==> config.mk <==
export PLATFORM = sky130hd
export DESIGN_NAME = interrupt_acknowledge_control
export DESIGN_NICKNAME = d
export VERILOG_FILES = /design/src/rtl/pic8259_pkg.sv /design/src/rtl/in_service_priority_encoder.sv /design/src/rtl/interrupt_acknowledge_control.sv
export SDC_FILE = /design/constraint.sdc
export NUM_CORES = 1
export LEC_CHECK = 0
export BUFFER_PORTS_ARGS = -buffer_cell sky130_fd_sc_hd__clkbuf_2
export CAP_MARGIN = 25
export CORE_MARGIN = 2
export CORE_UTILIZATION = 29
export DETAILED_ROUTE_END_ITERATION = 10
export PLACE_DENSITY = 0.56
export SLEW_MARGIN = 15
export SYNTH_ARGS = -nofsm -noshare
export SYNTH_HDL_FRONTEND = slang
export SYNTH_SLANG_ARGS = --single-unit
==> constraint.sdc <==
create_clock -name clock -period 4.02 [get_ports clock]
set_clock_uncertainty 0.15 [all_clocks]
set_input_delay 0.804 -clock clock [delete_from_list [all_inputs] [get_ports clock]]
set_output_delay 0.804 -clock clock [all_outputs]
set_load 0.005 [all_outputs]
==> src/rtl/pic8259_pkg.sv <==
// Shared definitions for the 8259-style interrupt controller blocks.
package pic8259_pkg;

    localparam int LEVEL_WIDTH = 3;
    localparam int IRQ_COUNT   = 8;

    typedef enum logic [1:0] {
        ST_IDLE  = 2'd0,
        ST_ACK1  = 2'd1,
        ST_WAIT2 = 2'd2,
        ST_ACK2  = 2'd3
    } ack_state_e;

    function automatic logic [IRQ_COUNT-1:0] level_to_onehot(input logic [LEVEL_WIDTH-1:0] lvl);
        logic [IRQ_COUNT-1:0] v;
        v      = '0;
        v[lvl] = 1'b1;
        return v;
    endfunction

endpackage

==> src/rtl/in_service_priority_encoder.sv <==
// Lowest-index-wins encoder: one-hot of the lowest set bit, its index, and an any-set flag.
module in_service_priority_encoder
    import pic8259_pkg::*;
(
    input  logic [IRQ_COUNT-1:0]   request,
    output logic [IRQ_COUNT-1:0]   lowest_onehot,
    output logic [LEVEL_WIDTH-1:0] lowest_index,
    output logic                   any_set
);

    always_comb begin
        // x & -x isolates the lowest set bit
        lowest_onehot = request & (~request + IRQ_COUNT'(1));
        any_set       = |request;
        lowest_index  = '0;
        for (int i = IRQ_COUNT - 1; i >= 0; i--) begin
            if (request[i]) begin
                lowest_index = LEVEL_WIDTH'(i);
            end
        end
    end

endmodule

==> src/rtl/interrupt_acknowledge_control.sv <==
// INTA sequencing, in-service register and vector drive for an 8259-style controller.
module interrupt_acknowledge_control
    import pic8259_pkg::*;
#(
    parameter logic [LEVEL_WIDTH-1:0] SPURIOUS_LEVEL = 3'd7
) (
    input  logic                             clock,
    input  logic                             reset_n,
    input  logic [IRQ_COUNT-1:0]             interrupt,
    input  logic                             interrupt_acknowledge_n,
    input  logic                             end_of_interrupt,
    input  logic                             specific_eoi,
    input  logic [LEVEL_WIDTH-1:0]           eoi_level,
    input  logic                             auto_eoi,
    input  logic [IRQ_COUNT-LEVEL_WIDTH-1:0] interrupt_vector_base,
    output logic                             interrupt_to_cpu,
    output logic [IRQ_COUNT-1:0]             in_service_register,
    output logic [IRQ_COUNT-1:0]             highest_level_in_service,
    output logic [IRQ_COUNT-1:0]             clear_interrupt_request,
    output logic [IRQ_COUNT-1:0]             data_out,
    output logic                             data_out_enable
);

    ack_state_e             state_q, state_d;
    logic                   inta_q;
    logic [LEVEL_WIDTH-1:0] level_q, level_d;
    logic                   spurious_q, spurious_d;
    logic                   int_q, int_d;
    logic [IRQ_COUNT-1:0]   isr_q, isr_d;
    logic [IRQ_COUNT-1:0]   clr_q, clr_d;
    logic [IRQ_COUNT-1:0]   dout_q, dout_d;
    logic                   doe_q, doe_d;

    logic                   inta_fall, inta_rise;
    logic [IRQ_COUNT-1:0]   irq_onehot, isr_onehot;
    logic [LEVEL_WIDTH-1:0] irq_index, isr_index;
    logic                   irq_any, isr_any;
    logic [IRQ_COUNT-1:0]   isr_after_eoi, isr_set, isr_aeoi_clr;

    in_service_priority_encoder u_irq_enc (
        .request       (interrupt),
        .lowest_onehot (irq_onehot),
        .lowest_index  (irq_index),
        .any_set       (irq_any)
    );

    in_service_priority_encoder u_isr_enc (
        .request       (isr_q),
        .lowest_onehot (isr_onehot),
        .lowest_index  (isr_index),
        .any_set       (isr_any)
    );

    assign inta_fall = inta_q & ~interrupt_acknowledge_n;
    assign inta_rise = ~inta_q & interrupt_acknowledge_n;

    always_comb begin
        state_d      = state_q;
        level_d      = level_q;
        spurious_d   = spurious_q;
        int_d        = 1'b0;
        clr_d        = '0;
        dout_d       = dout_q;
        doe_d        = doe_q;
        isr_set      = '0;
        isr_aeoi_clr = '0;

        // EOI acts on the pre-update ISR; a same-cycle acknowledge set is ORed in afterwards
        isr_after_eoi = isr_q;
        if (end_of_interrupt) begin
            if (specific_eoi) begin
                isr_after_eoi = isr_q & ~level_to_onehot(eoi_level);
            end else if (isr_any) begin
                isr_after_eoi = isr_q & ~level_to_onehot(isr_index);
            end
        end

        case (state_q)
            ST_IDLE: begin
                int_d = irq_any;
                if (inta_fall) begin
                    state_d = ST_ACK1;
                    int_d   = 1'b0;
                    if (irq_any) begin
                        level_d    = irq_index;
                        spurious_d = 1'b0;
                        isr_set    = irq_onehot;
                        clr_d      = irq_onehot;
                    end else begin
                        level_d    = SPURIOUS_LEVEL;
                        spurious_d = 1'b1;
                    end
                end
            end
            ST_ACK1: begin
                if (inta_rise) begin
                    state_d = ST_WAIT2;
                end
            end
            ST_WAIT2: begin
                if (inta_fall) begin
                    state_d = ST_ACK2;
                    dout_d  = {interrupt_vector_base, level_q};
                    doe_d   = 1'b1;
                end
            end
            ST_ACK2: begin
                // Vector stays on the bus through the cycle in which INTA# rise is seen
                if (inta_rise) begin
                    state_d = ST_IDLE;
                    dout_d  = '0;
                    doe_d   = 1'b0;
                    if (auto_eoi && !spurious_q) begin
                        isr_aeoi_clr = level_to_onehot(level_q);
                    end
                end
            end
            default: begin
                state_d = ST_IDLE;
            end
        endcase

        isr_d = (isr_after_eoi | isr_set) & ~isr_aeoi_clr;
    end

    always_ff @(posedge clock or negedge reset_n) begin
        if (!reset_n) begin
            state_q    <= ST_IDLE;
            inta_q     <= 1'b1;
            level_q    <= '0;
            spurious_q <= 1'b0;
            int_q      <= 1'b0;
            isr_q      <= '0;
            clr_q      <= '0;
            dout_q     <= '0;
            doe_q      <= 1'b0;
        end else begin
            state_q    <= state_d;
            inta_q     <= interrupt_acknowledge_n;
            level_q    <= level_d;
            spurious_q <= spurious_d;
            int_q      <= int_d;
            isr_q      <= isr_d;
            clr_q      <= clr_d;
            dout_q     <= dout_d;
            doe_q      <= doe_d;
        end
    end

    assign interrupt_to_cpu         = int_q;
    assign in_service_register      = isr_q;
    assign highest_level_in_service = isr_onehot;
    assign clear_interrupt_request  = clr_q;
    assign data_out                 = dout_q;
    assign data_out_enable          = doe_q;

endmodule

==> impl_metrics.prom <==
# TYPE chip_impl_metric gauge
chip_impl_metric{name="antenna_found_initial",unit=""} 0
chip_impl_metric{name="routed_wire_length",unit="um"} 4460
chip_impl_metric{name="power_switching_share",unit="%"} 38.0
chip_impl_metric{name="maxClockFrequency",unit="GHz"} 0.338
chip_impl_metric{name="min_clock_period_post_route",unit="ns"} 2.96
chip_impl_metric{name="worstSkewPairLatency",unit="ns"} 0.29
chip_impl_metric{name="pin_count_of_the_biggest_net_entering_global_routing",unit=""} 34
chip_impl_info{name="holdCritPathClass",value="flop to flop"} 1
chip_impl_metric{name="cts_repair_resize_count",unit=""} 0
chip_impl_info{name="cts_tree",value="yes"} 1
chip_impl_info{name="hold_path.startpoint",value="spurious_q"} 1
chip_impl_metric{name="post_synthesis_register_bit_count",unit=""} 33
chip_impl_metric{name="total_number_of_placement_rows",unit=""} 28
chip_impl_metric{name="cp.arrival",unit="ns"} 2.00
chip_impl_metric{name="design.die.area",unit="um2"} 6910
chip_impl_info{name="layout_commonest_cell",value="sky130_fd_sc_hd__clkbuf_2"} 1
chip_impl_metric{name="grt_pass1_vias",unit=""} 1460
chip_impl_metric{name="holdBufCountCts",unit=""} 0
chip_impl_metric{name="core_area",unit="um2"} 5990
chip_impl_metric{name="number_of_violations_of_the_max_capacitance_limit",unit=""} 0
chip_impl_metric{name="tritoncts.num_buffers",unit=""} 5
chip_impl_metric{name="worst_reg2reg_path_length_in_cells",unit=""} 5
chip_impl_metric{name="internal-power",unit="W"} 0.000733
chip_impl_metric{name="dpl.hpwl",unit="um"} 3420
chip_impl_info{name="r2r_end",value="data_out[7]"} 1
chip_impl_metric{name="drt_iter0_drc",unit=""} 107
chip_impl_info{name="grt_setup_unrepaired",value="no"} 1
chip_impl_metric{name="synth.net_count",unit=""} 216
chip_impl_metric{name="ff2ff_setup_slack",unit="ns"} 1.91
chip_impl_metric{name="cts_max_level",unit=""} 2
chip_impl_metric{name="final-setup-viol-count",unit=""} 0
chip_impl_metric{name="final_min_period_over_clock_period",unit="%"} 73.5
chip_impl_info{name="layout.cells.most_common_list",value="sky130_fd_sc_hd__clkbuf_2 (55), sky130_fd_sc_hd__dfrtp_1 (32), sky130_fd_sc_hd__inv_1 (17)"} 1
chip_impl_metric{name="power.share.combinational",unit="%"} 37.5
chip_impl_metric{name="fin_total_pwr",unit="W"} 0.00118
chip_impl_metric{name="syn_to_final_growth",unit="%"} 24.0
chip_impl_metric{name="clock_power_share",unit="%"} 20.7
chip_impl_info{name="clock_tree.root_cell",value="sky130_fd_sc_hd__clkbuf_8"} 1
chip_impl_info{name="setup.worst_path.class",value="flop to output pin"} 1
chip_impl_metric{name="seq_pwr_share",unit="%"} 41.8
chip_impl_metric{name="post_synth_instance_area",unit="um2"} 1820
chip_impl_metric{name="peakVddDrop",unit="V"} 0.000148
chip_impl_metric{name="globalRoute.totalOverflow",unit=""} 0
chip_impl_metric{name="ys_async_sr_fraction",unit="%"} 100
chip_impl_metric{name="worst_hold_path_stage_count",unit=""} 2
chip_impl_metric{name="clk_transition_reported_paths",unit="ns"} 0.07
chip_impl_info{name="worst_hold_path.endpoint",value="spurious_q"} 1
chip_impl_metric{name="timing_max_transition_violations_final",unit=""} 0
chip_impl_metric{name="grt_first_pass_wirelength",unit="um"} 7310
chip_impl_metric{name="filler_cell_count",unit=""} 632
chip_impl_metric{name="post_drt_via_cell_ratio",unit=""} 4.98
chip_impl_info{name="outcome",value="completed"} 1
chip_impl_metric{name="synthesis.yosys.warnings",unit=""} 0
chip_impl_metric{name="avgSynthCellArea",unit="um2"} 9.56
chip_impl_metric{name="num_antenna_cells",unit=""} 0
chip_impl_info{name="crit_path_start_kind",value="flop"} 1
chip_impl_metric{name="routed-via-count",unit=""} 1609
chip_impl_metric{name="netlist_instances",unit=""} 190
chip_impl_metric{name="synth_enable_flop_cells",unit=""} 0
chip_impl_info{name="synth_top_flop_cell",value="sky130_fd_sc_hd__dfrtp_1"} 1
chip_impl_metric{name="power_switching",unit="W"} 0.000450
chip_impl_metric{name="synthDistinctLibCells",unit=""} 55
chip_impl_metric{name="detail_route.first_pass.iterations",unit=""} 4
chip_impl_metric{name="yosysSeqAreaShare",unit="%"} 45.5
chip_impl_metric{name="timing_hold_violations_final",unit=""} 0
chip_impl_metric{name="tightestPinTransition",unit="ns"} 0.814
chip_impl_metric{name="fin_tns_setup",unit="ns"} 0
chip_impl_metric{name="die_x",unit="um"} 83.2
chip_impl_metric{name="number_of_sinks_handled_by_clock_tree_synthesis",unit=""} 33
chip_impl_metric{name="drcViolationCount",unit=""} 0
chip_impl_metric{name="num-nets-final",unit=""} 273
chip_impl_metric{name="detail_route.wl_per_cell",unit="um"} 13.8
chip_impl_metric{name="timing.critical_path.fanout_max",unit=""} 5
chip_impl_metric{name="ctsLongestPathBuffers",unit=""} 2
chip_impl_info{name="r2r_start",value="state_q[0]"} 1
chip_impl_metric{name="global_route.usage.total",unit="%"} 13.1
chip_impl_metric{name="critical_path_required",unit="ns"} 3.07
chip_impl_metric{name="initial_utilization",unit="%"} 30.3
chip_impl_metric{name="io-pin-count",unit=""} 56
chip_impl_info{name="critical_path.endpoint_type",value="output pin"} 1
chip_impl_metric{name="pwr_density_cell",unit="nW/um2"} 525
chip_impl_metric{name="die_y",unit="um"} 83.2
chip_impl_metric{name="place.gp.congestion",unit=""} 0.853
chip_impl_metric{name="drive_gt1_share",unit="%"} 31.0
chip_impl_metric{name="postCtsSetupRepairBufs",unit=""} 0
chip_impl_metric{name="ant_nets",unit=""} 0
chip_impl_metric{name="port-buffer-count",unit=""} 55
chip_impl_metric{name="leakagePower",unit="nW"} 1.11
chip_impl_metric{name="max_slew_margin",unit="%"} 45.7
## logic make-up (layout without fill, tap and decap cells)
| kind of cell | Yosys count | count (layout) | share of synthesized area, % |
|---|---|---|---|
| flops | 33 | 33 | 45.5 |
| fa+ha+maj | 4 | 4 | 2.75 |
| compound gates | 50 | 50 | 18.0 |
| buf+inv | 24 | 82 | 5.23 |
| simple gates | 77 | 77 | 27.3 |
| mux | 2 | 2 | 1.17 |
## how the worst max path moves through the flow
stage | start | endpoint | slack, ns | depth (start not counted)
global route | in_service_register[7] | highest_level_in_service[6] | 0.94 | 5
global placement | in_service_register[7] | highest_level_in_service[6] | 1.48 | 5
detailed placement | in_service_register[7] | highest_level_in_service[6] | 1.42 | 5
CTS | in_service_register[7] | highest_level_in_service[6] | 1.09 | 5
finish | in_service_register[7] | highest_level_in_service[6] | 1.06 | 5
floorplan | in_service_register[7] | highest_level_in_service[6] | 1.67 | 4
## critical path, cell delays in order, from the launching register on
cell and delay, ns:
sky130_fd_sc_hd__dfrtp_1 0.41, sky130_fd_sc_hd__nor2b_1 0.14, sky130_fd_sc_hd__o311ai_0 0.61, sky130_fd_sc_hd__and2_1 0.28
sky130_fd_sc_hd__and3_1 0.16, sky130_fd_sc_hd__clkbuf_2 0.11
## metal layers
layer / vias to the layer above / track usage, % / part of all wire [%]
met3: 5 / 3.68 / 5.5
li1: 805 / - / -
met2: 40 / 19.4 / 45
met1: 759 / 18.0 / 48
met5: - / 0 / 0
met4: 0 / 5.37 / 1.4
## sequential cells by signal (all words and copies together) (netlist names)
name                     cells
data_out_enable              1
spurious_q                   1
data_out                     8
inta_q                       1
level_q                      3
interrupt_to_cpu             1
state_q                      2
clear_interrupt_request      8
in_service_register          8
## area by class of cell
type / instances / area [um2] / share of cell area (%)
clock buffers: 5 / 68.8 / 3.06
well taps: 75 / 93.8 / 4.17
inverters: 18 / 67.6 / 3.00
multi-input cells: 133 / 895 / 39.7
flip-flops and latches: 33 / 827 / 36.7
repair buffers: 56 / 283 / 12.6
clock inverters: 3 / 17.5 / 0.778
## stage by stage
stage	cells	cell area, um2	setup slack, ns	hold WS, ns	utilization, %
final	323	2250	1.06	0.340	37.6
after global routing	323	2250	0.944	0.379	37.6
after CTS	323	2250	1.09	0.343	37.6
after detailed placement	315	2170	1.42	0.321	36.2
after global placement	315	2170	1.48	0.314	36.2
after floorplan	190	1820	1.67	0.298	-
## power by group through the flow
stage	clock network, W	registers (W)	logic, W
2_1_floorplan	0	0.000485	0.000293
3_3_place_gp	0	0.000499	0.000444
3_5_place_dp	0	0.000501	0.000448
4_1_cts	0.000255	0.000495	0.000450
5_1_grt	0.000268	0.000509	0.000501
6_report	0.000245	0.000494	0.000444
## Yosys cell counts, drive strengths merged (2+ instances only)
master	count	area (um2)
dfrtp	32	801
inv	17	63.8
o21ai	17	85.1
nor2	16	62.6
nand2	10	37.5
nand4b	10	87.6
a21oi	8	40.0
nand2b	6	37.5
and3	4	25.0
clkbuf	4	15.0
ha	4	50.1
nor2b	4	25.0
nor3	4	20.0
nor4	4	46.3
a31oi	3	18.8
nand3	3	15.0
o22ai	3	18.8
a21o	2	15.0
a22oi	2	15.0
and2	2	12.5
buf	2	12.5
nand3b	2	18.8
nor3b	2	15.0
o21a	2	15.0
o31ai	2	15.0
o41ai	2	17.5
or3	2	17.5
No activity file was read; power rests on OpenSTA's default activity.
